$ cat src/rtl/sdram_sched_pkg.sv
// ============================================================================
// sdram_sched_pkg : command codes, scheduler states and buffer index type
// Revision 1.0
// ============================================================================
`default_nettype none

package sdram_sched_pkg;

    localparam logic [1:0] CMD_IDLE  = 2'd0;
    localparam logic [1:0] CMD_WRITE = 2'd1;
    localparam logic [1:0] CMD_READ  = 2'd2;

    typedef enum logic [1:0] {
        IDLE  = 2'd0,
        READ  = 2'd1,
        WRITE = 2'd2
    } state_t;

    typedef logic [1:0] buf_idx_t;

endpackage

`default_nettype wire

$ cat src/rtl/triple_buffer_rotator.sv
// ============================================================================
// triple_buffer_rotator : write/read/spare frame indices plus the fresh flag
// Revision 1.0
// ============================================================================
`default_nettype none

module triple_buffer_rotator
    import sdram_sched_pkg::*;
(
    input  logic       clk_i,
    input  logic       reset_i,
    input  logic       write_frame_done_i,
    input  logic       read_frame_done_i,
    output logic [1:0] write_buffer_o,
    output logic [1:0] read_buffer_o
);

    buf_idx_t write_q, write_d;
    buf_idx_t read_q,  read_d;
    buf_idx_t spare_q, spare_d;
    logic     fresh_q, fresh_d;

    always_comb begin
        write_d = write_q;
        read_d  = read_q;
        spare_d = spare_q;
        fresh_d = fresh_q;
        if (write_frame_done_i) begin
            write_d = spare_q;
            spare_d = write_q;
            fresh_d = 1'b1;
        end else if (read_frame_done_i && fresh_q) begin
            // Only hand the display a frame the camera has completely written.
            read_d  = spare_q;
            spare_d = read_q;
            fresh_d = 1'b0;
        end
    end

    always_ff @(posedge clk_i or posedge reset_i) begin
        if (reset_i) begin
            write_q <= 2'd0;
            read_q  <= 2'd1;
            spare_q <= 2'd2;
            fresh_q <= 1'b0;
        end else begin
            write_q <= write_d;
            read_q  <= read_d;
            spare_q <= spare_d;
            fresh_q <= fresh_d;
        end
    end

    assign write_buffer_o = write_q;
    assign read_buffer_o  = read_q;

endmodule

`default_nettype wire

$ cat src/rtl/sdram_burst_scheduler.sv
// ============================================================================
// sdram_burst_scheduler : watermark-driven read/write burst arbiter with
// bounded write deferral and triple-buffered linear frame addressing
// Revision 1.0
// ============================================================================
`default_nettype none

module sdram_burst_scheduler
    import sdram_sched_pkg::*;
#(
    parameter int ADDRESS_WIDTH   = 22,
    parameter int POINTER_WIDTH   = 6,
    parameter int BURST_LENGTH    = 8,
    parameter int FRAME_WORDS     = 153600,
    parameter int MAX_WRITE_DEFER = 4
) (
    input  logic                     clk_i,
    input  logic                     reset_i,
    input  logic [POINTER_WIDTH-1:0] write_fifo_used_i,
    input  logic [POINTER_WIDTH-1:0] read_fifo_used_i,
    input  logic                     data_write_done_i,
    input  logic                     data_read_valid_i,
    output logic [1:0]               command_o,
    output logic [ADDRESS_WIDTH-1:0] data_address_o,
    output logic                     write_fifo_acknowledge_o,
    output logic                     read_fifo_enable_o,
    output logic                     write_frame_done_o,
    output logic                     read_frame_done_o,
    output logic [1:0]               write_buffer_o,
    output logic [1:0]               read_buffer_o
);

    localparam int BEAT_W  = (BURST_LENGTH > 1) ? $clog2(BURST_LENGTH) : 1;
    localparam int DEFER_W = $clog2(MAX_WRITE_DEFER + 1);

    localparam logic [ADDRESS_WIDTH-1:0] c_BURST_LEN = ADDRESS_WIDTH'(BURST_LENGTH);
    localparam logic [ADDRESS_WIDTH-1:0] c_FRAME     = ADDRESS_WIDTH'(FRAME_WORDS);
    localparam logic [ADDRESS_WIDTH-1:0] c_BASE2     = ADDRESS_WIDTH'(2 * FRAME_WORDS);
    localparam logic [BEAT_W-1:0]        c_LAST_BEAT = BEAT_W'(BURST_LENGTH - 1);
    localparam logic [DEFER_W-1:0]       c_MAX_DEFER = DEFER_W'(MAX_WRITE_DEFER);

    state_t                   state_q, state_d;
    logic [1:0]               command_q, command_d;
    logic [ADDRESS_WIDTH-1:0] address_q, address_d;
    logic [BEAT_W-1:0]        beat_q, beat_d;
    logic [DEFER_W-1:0]       defer_q, defer_d;
    logic [ADDRESS_WIDTH-1:0] wr_off_q, wr_off_d;
    logic [ADDRESS_WIDTH-1:0] rd_off_q, rd_off_d;
    logic                     wr_frame_q, rd_frame_q;

    logic                     write_ok, read_ok;
    logic                     write_wrap, read_wrap;
    logic [ADDRESS_WIDTH-1:0] wr_off_next, rd_off_next;
    logic                     unused_lsbs;

    // Base addresses come from a constant mux rather than a multiplier.
    function automatic logic [ADDRESS_WIDTH-1:0] base_of(input buf_idx_t idx);
        case (idx)
            2'd1:    base_of = c_FRAME;
            2'd2:    base_of = c_BASE2;
            default: base_of = '0;
        endcase
    endfunction

    assign write_ok    = write_fifo_used_i[POINTER_WIDTH-1];
    assign read_ok     = !read_fifo_used_i[POINTER_WIDTH-1];
    assign unused_lsbs = ^{write_fifo_used_i[POINTER_WIDTH-2:0], read_fifo_used_i[POINTER_WIDTH-2:0]};
    assign wr_off_next = wr_off_q + c_BURST_LEN;
    assign rd_off_next = rd_off_q + c_BURST_LEN;

    always_comb begin
        state_d    = state_q;
        command_d  = command_q;
        address_d  = address_q;
        beat_d     = beat_q;
        defer_d    = defer_q;
        wr_off_d   = wr_off_q;
        rd_off_d   = rd_off_q;
        write_wrap = 1'b0;
        read_wrap  = 1'b0;
        case (state_q)
            IDLE: begin
                if (read_ok && (!write_ok || (defer_q < c_MAX_DEFER))) begin
                    state_d   = READ;
                    command_d = CMD_READ;
                    address_d = base_of(read_buffer_o) + rd_off_q;
                    defer_d   = write_ok ? (defer_q + DEFER_W'(1)) : '0;
                end else if (write_ok) begin
                    state_d   = WRITE;
                    command_d = CMD_WRITE;
                    address_d = base_of(write_buffer_o) + wr_off_q;
                    defer_d   = '0;
                end
            end
            READ: begin
                if (data_read_valid_i) begin
                    if (beat_q == c_LAST_BEAT) begin
                        beat_d    = '0;
                        state_d   = IDLE;
                        command_d = CMD_IDLE;
                        read_wrap = (rd_off_next == c_FRAME);
                        rd_off_d  = read_wrap ? '0 : rd_off_next;
                    end else begin
                        beat_d = beat_q + BEAT_W'(1);
                    end
                end
            end
            WRITE: begin
                if (data_write_done_i) begin
                    if (beat_q == c_LAST_BEAT) begin
                        beat_d     = '0;
                        state_d    = IDLE;
                        command_d  = CMD_IDLE;
                        write_wrap = (wr_off_next == c_FRAME);
                        wr_off_d   = write_wrap ? '0 : wr_off_next;
                    end else begin
                        beat_d = beat_q + BEAT_W'(1);
                    end
                end
            end
            default: begin
                state_d   = IDLE;
                command_d = CMD_IDLE;
            end
        endcase
    end

    always_ff @(posedge clk_i or posedge reset_i) begin
        if (reset_i) begin
            state_q    <= IDLE;
            command_q  <= CMD_IDLE;
            address_q  <= '0;
            beat_q     <= '0;
            defer_q    <= '0;
            wr_off_q   <= '0;
            rd_off_q   <= '0;
            wr_frame_q <= 1'b0;
            rd_frame_q <= 1'b0;
        end else begin
            state_q    <= state_d;
            command_q  <= command_d;
            address_q  <= address_d;
            beat_q     <= beat_d;
            defer_q    <= defer_d;
            wr_off_q   <= wr_off_d;
            rd_off_q   <= rd_off_d;
            wr_frame_q <= write_wrap;
            rd_frame_q <= read_wrap;
        end
    end

    // Rotation is driven by the wrap itself so new indices are in place for the next grant.
    triple_buffer_rotator u_rotator (
        .clk_i              (clk_i),
        .reset_i            (reset_i),
        .write_frame_done_i (write_wrap),
        .read_frame_done_i  (read_wrap),
        .write_buffer_o     (write_buffer_o),
        .read_buffer_o      (read_buffer_o)
    );

    assign command_o                = command_q;
    assign data_address_o           = address_q;
    assign write_fifo_acknowledge_o = (command_q == CMD_WRITE) && data_write_done_i;
    assign read_fifo_enable_o       = (command_q == CMD_READ) && data_read_valid_i;
    assign write_frame_done_o       = wr_frame_q;
    assign read_frame_done_o        = rd_frame_q;

endmodule

`default_nettype wire

$ cat config.mk
export PLATFORM = sky130hd
export DESIGN_NAME = sdram_burst_scheduler
export DESIGN_NICKNAME = d
export VERILOG_FILES = /design/src/rtl/sdram_sched_pkg.sv /design/src/rtl/triple_buffer_rotator.sv /design/src/rtl/sdram_burst_scheduler.sv
export SDC_FILE = /design/constraint.sdc
export NUM_CORES = 1
export LEC_CHECK = 0
export ABC_AREA = 1
export CAP_MARGIN = 20
export CELL_PAD_IN_SITES_DETAIL_PLACEMENT = 0
export CELL_PAD_IN_SITES_GLOBAL_PLACEMENT = 1
export CORE_AREA = 2 2 134 136
export CTS_BUF_LIST = sky130_fd_sc_hd__clkbuf_16
export DETAILED_ROUTE_END_ITERATION = 10
export DIE_AREA = 0 0 136 138
export HOLD_SLACK_MARGIN = 0.08
export PLACE_DENSITY = 0.67
export RECOVER_POWER = 25
export SYNTH_ARGS = -nofsm -noshare
export SYNTH_HDL_FRONTEND = slang
export SYNTH_HIERARCHICAL = 1
export SYNTH_SLANG_ARGS = --single-unit
$ cat constraint.sdc
create_clock -name clk_i -period 5.25 [get_ports clk_i]
set_clock_uncertainty 0.05 [all_clocks]
set_input_delay 1.05 -clock clk_i [delete_from_list [all_inputs] [get_ports clk_i]]
set_output_delay 1.05 -clock clk_i [all_outputs]
set_load 0.005 [all_outputs]
# After elaboration in Yosys (flattened, before gate mapping)

Cells that the tools add are included.

Order comparisons: 1
Bitwise gates (word level): 1
Muxes and demuxes: 40
Reduce and logical (&&, ||, !) cells: 17
Equality and inequality tests: 14
$add $sub $neg: 6

Operators by type and width:

| kind                    | number |
|---|---|
| $mux W22                | 9 |
| $pmux W19 S2            | 2 |
| $add A22 B22 Y22        | 2 |
| $add A22 B4 Y22 const B | 2 |
| $eq A22 B18 Y1 const B  | 2 |
| $mux W2                 | 12 |
| $mux W3                 | 6 |
| $pmux W2 S3             | 2 |
| $reduce_and A3 Y1       | 4 |
| $eq A2 B1 Y1 const B    | 4 |
| $eq A2 B2 Y1 const B    | 4 |
| $mux W1                 | 8 |
| $add A3 B1 Y3 const B   | 2 |
| $pmux W3 S2             | 1 |
| $reduce_bool A2 Y1      | 3 |
| $logic_and A1 B1 Y1     | 4 |
| $ne A2 B2 Y1 const B    | 2 |
| $reduce_and A2 Y1       | 2 |
| $eq A3 B3 Y1 const B    | 1 |
| $lt A3 B3 Y1 const B    | 1 |
| $ne A3 B3 Y1 const B    | 1 |
| $logic_not A1 Y1        | 2 |
| $logic_not A2 Y1        | 1 |
| $logic_or A1 B1 Y1      | 1 |
| $not A1 Y1              | 1 |

Flip-flop bits (word level): 85
Word-level logic and storage cells: 92
Output and inout bits: 32

# Longest topological paths before layout

Depth in word-level cells: 8
Mapped depth: 16
Gate-level depth less buffers: 16

# Cells and area by module

Netlist, hierarchy kept.

Modules (own cells, without submodules):

| module                | instances | cells each | area each (µm²) |
|---|---|---|---|
| sdram_burst_scheduler | 1         | 732        | 4967.3 |
| triple_buffer_rotator | 1         | 39         | 325.3 |

# Least setup slack after synthesis

OpenSTA, ideal clock, no wires.

Kind: input to register
Start: input data_write_done_i
End: register u_rotator.spare_q[1]
Path buffers: 2
Stages on the path: 11
Library setup time: 76 ps
Setup slack: 2572 ps
Arrival: 2553 ps
Cells stage by stage: nand2_1 -> nor2_1 -> inv_1 -> clkbuf_1 -> nor3_1 -> inv_2 -> buf_6 -> nand2_2 -> nand2_1 -> nand2_1 -> nand2_1

Cells in the longest elaborated chain, start to end: 3

RTL lines:

| item                                          | RTL line                     | text |
|---|---|---|
| start, declared                               | sdram_burst_scheduler.sv:21  | `input logic data_write_done_i,` |
| $mux W1 (*)                                   | sdram_burst_scheduler.sv:109 | `if (data_write_done_i) begin` |
| $mux W1 (*)                                   | sdram_burst_scheduler.sv:81  | `case (state_q)` |
| named net write_wrap                          | sdram_burst_scheduler.sv:52  | `logic write_wrap, read_wrap;` |
| $mux W2 or $reduce_bool A2 Y1 (tied branches) | -                            |  |
| end signal, assigned                          | triple_buffer_rotator.sv:49  | `spare_q <= spare_d;` |
| end, declared                                 | triple_buffer_rotator.sv:20  | `buf_idx_t spare_q, spare_d;` |

The timed path passes the listed nets; every way through them passes the cells marked *.
A chain may end at the register's enable or synchronous reset.

# Worst setup path in the final report

Start: input data_read_valid_i
End: register u_rotator.spare_q[0]

Cells in the longest elaborated chain, start to end: 4

RTL lines:

| item                         | RTL line                    | text |
|---|---|---|
| start, declared              | sdram_burst_scheduler.sv:22 | `input logic data_read_valid_i,` |
| $mux W1                      | sdram_burst_scheduler.sv:96 | `if (data_read_valid_i) begin` |
| $mux W1                      | sdram_burst_scheduler.sv:81 |  |
| named net read_wrap          | sdram_burst_scheduler.sv:52 |  |
| $logic_and A1 B1 Y1          | triple_buffer_rotator.sv:32 | `end else if (read_frame_done_i && fresh_q) begin` |
| $reduce_bool A2 Y1 (no line) | -                           |  |

The timed path passes the listed nets, and every way through them passes these cells.

==> results.tsv <==
metric	value	unit
power consumption	2.26	mW
final setup fails	0	
synth warn	6	
Max Buffers Root-to-Sink	2	
Max Slew Vio Count	0	
critical path fanouts, max	25	
WP data required	5440	ps
vias in the first global route	4823	
commonest cells after routing, fill and taps aside	248 x nand2_1, 88 x nor2_1, 84 x inv_1	
Fin Setup TNS	0	ps
CTS Sinks	74	
H-tree depth	3	
hold buffer count at CTS	0	
most common cell after layout, fill and taps aside	nand2_1	
PwrDens	365	mW/mm^2
CTS Buf Count	9	
Core Rows	49	
RSZ-0062 raised after global routing	false	
worst setup margin	1340	ps
Placed Cells incl. Taps	1024	
clk slew on worst S/H paths	60	ps
top cell type by total area after synthesis	dfrtp_1	
Worst Setup End Kind	flop	
Die Height	138	microns
normalized max-slew margin	0.682	%
WL/cell	14.1	microns
CP startpoint	data_read_valid_i	
EDFF count, synth	0	
Area contributors post-synth	dfrtp_1 34%, nand2_1 18%, nor2_1 6.2%	
worst-margin pin slew	1490	ps
reg2reg start	command_o[0]	
outcome	complete, but fails checks	
Fillers	1962	
maximum vdd ir drop	0.192	mV
Seq/Total Area, Yosys	35.0	%
Pleak	2.87	nW
end of the critical path	u_rotator/spare_q[0]	
mapped cell area	0.00529	sq mm
clk_lat worst skew	340	ps
antenna cells	0	
Syn-to-layout area delta	16.6	%
I/O Buffers	34	
critical-path cell list	dlygate4sd3_1 -> nand2_1 -> nor2_1 -> clkbuf_1 -> inv_1 -> nor3_1 -> nand2_1 -> nand3_1 -> nand2_1	
first-pass GRT wire length	24.8	mm
Tightest Hold Check Type	flop to flop	
IO Count	48	
Synth Register Bits	74	
drt pass-1 iters	5	
post-CTS sizing	0	
reg-to-reg slack, setup	1900	ps
max_cap viols	1	
WHS	436	ps
Async SR Flop Fraction	100	%
dpl cell area	0.00589	sq mm
final hold violation count	0	
GRT Total Usage	16.8	%
grt ovf	0	
Max Freq	255	MHz
Vias	4858	
Final Cell Area	0.00617	sq mm
Post-DRT Antenna Nets	0	
DIE AREA	0.0188	sq mm
failing checks	max-capacitance violations	
routed wire length	14.7	mm
Worst R2R Path Depth	10	
Tmin final	3910	ps
drt via density	4.67	
DRT iter0 DRCs	274	
Slowest cell on crit path	nor3_1	
largest net degree at the start of global routing	35	
setup bufs post-CTS	0	
Synth Area per Inst	6.86	sq um
drt drc	0	
Final Cycle Share	74.6	%
Initial Util	30.2	%
Post-Synthesis Cells	771	
CP max stage delay	790	ps
DP Worst Slack	1620	ps
CTS tree	done	
final core occ	35.2	%
Crit Path Class	primary input to flop	
Top FF cell, synth	dfrtp_1	
Crit path top cell by count	nand2_1	
final std cells w/o fill	1040	
initial antenna violation count	0	
Critical Path Start Type	primary input	
Top delay family on crit path	buffers and inverters	
Core Area	0.0175	sq mm
final layout net count	850	
Placer Congestion	0.858	
Critical R2R Capture	u_rotator/spare_q[0]	
WP buf/inv	3	
CP Depth	9	
crit path DAT	4100	ps
share of cells above drive strength 1	7.40	%
Yosys top cell area share	34.0	%
clock root cell	clkbuf_16	
Synth cell types	39	
Final HPWL DP	11.2	mm
die width	136	microns
## report_power, final
group	total [mW]	switching, mW	internal, mW
clock network	0.626	0.259	0.367
logic	0.749	0.417	0.332
registers	0.881	0.164	0.717
total	2.26	0.840	1.42
## synth_stat cells, types with 3 or more instances
library cell / count
a21oi_1: 42
a31oi_1: 4
buf_2: 3
buf_4: 3
clkbuf_1: 11
dfrtp_1: 72
ha_1: 26
inv_1: 83
nand2_1: 248
nand2_2: 6
nand3_1: 50
nand3_2: 7
nand4_1: 13
nor2_1: 88
nor2_2: 11
nor2_4: 6
nor3_1: 8
o21ai_0: 43
o21ai_1: 4
o21bai_1: 3
xnor2_1: 3
xor2_1: 12
## worst min path at each step
stage / slack [ps] / end / startpoint / cells after the start
after floorplan: 400 / beat_q[1] / beat_q[1] / 2
after global placement: 410 / beat_q[1] / beat_q[1] / 2
after detailed placement: 430 / beat_q[2] / beat_q[2] / 2
after CTS: 440 / beat_q[2] / beat_q[2] / 2
after global routing: 460 / u_rotator/spare_q[1] / u_rotator/spare_q[1] / 2
final: 440 / beat_q[2] / beat_q[2] / 2
## area by class of cell
type | count | area (sq um) | area share [%]
multi-input combinational | 595 | 3030 | 49.1
tap | 229 | 287 | 4.64
timing repair buffer | 41 | 385 | 6.24
sequential | 74 | 1850 | 30.0
inverter | 85 | 319 | 5.17
clock buffer | 9 | 225 | 3.65
clock inverter | 7 | 70.1 | 1.13
## state kept, by name, indices dropped and copies added (netlist names)
name,cells
data_address_o,19
rd_off_q,19
wr_off_q,19
beat_q,3
defer_q,3
u_rotator/read_buffer_o,2
u_rotator/spare_q,2
u_rotator/write_buffer_o,2
command_o,1
read_frame_done_o,1
state_q,1
u_rotator/fresh_q,1
write_frame_done_o,1
## per-layer routing
| metal | track usage (%) | part of all wire (%) | vias to the layer above |
|---|---|---|---|
| li1 | - | - | 2549 |
| met1 | 24.8 | 52 | 2206 |
| met2 | 25.0 | 44 | 84 |
| met3 | 2.05 | 2.5 | 19 |
| met4 | 6.14 | 1.8 | 0 |
| met5 | 0 | 0 | - |
## cells by family (layout without fill, tap and decap cells)
logic type / after synthesis / count (layout) / synth area share [%]
DFF: 74 / 74 / 35.0
buffers and inverters: 104 / 142 / 7.80
other: 1 / 3 / 0.0709
xor gates and xnor gates: 16 / 16 / 2.79
AOI/OAI and AO/OA: 103 / 103 / 10.3
and+or+nand+nor: 445 / 445 / 37.1
adders and majority gates: 28 / 28 / 6.90
## tightest hold or removal path: stages, from the launching register on
cell and delay, ps:
dfrtp_1 350, nand2_1 50, nand2_1 50
Note: power is estimated with default switching activity, not from simulation.
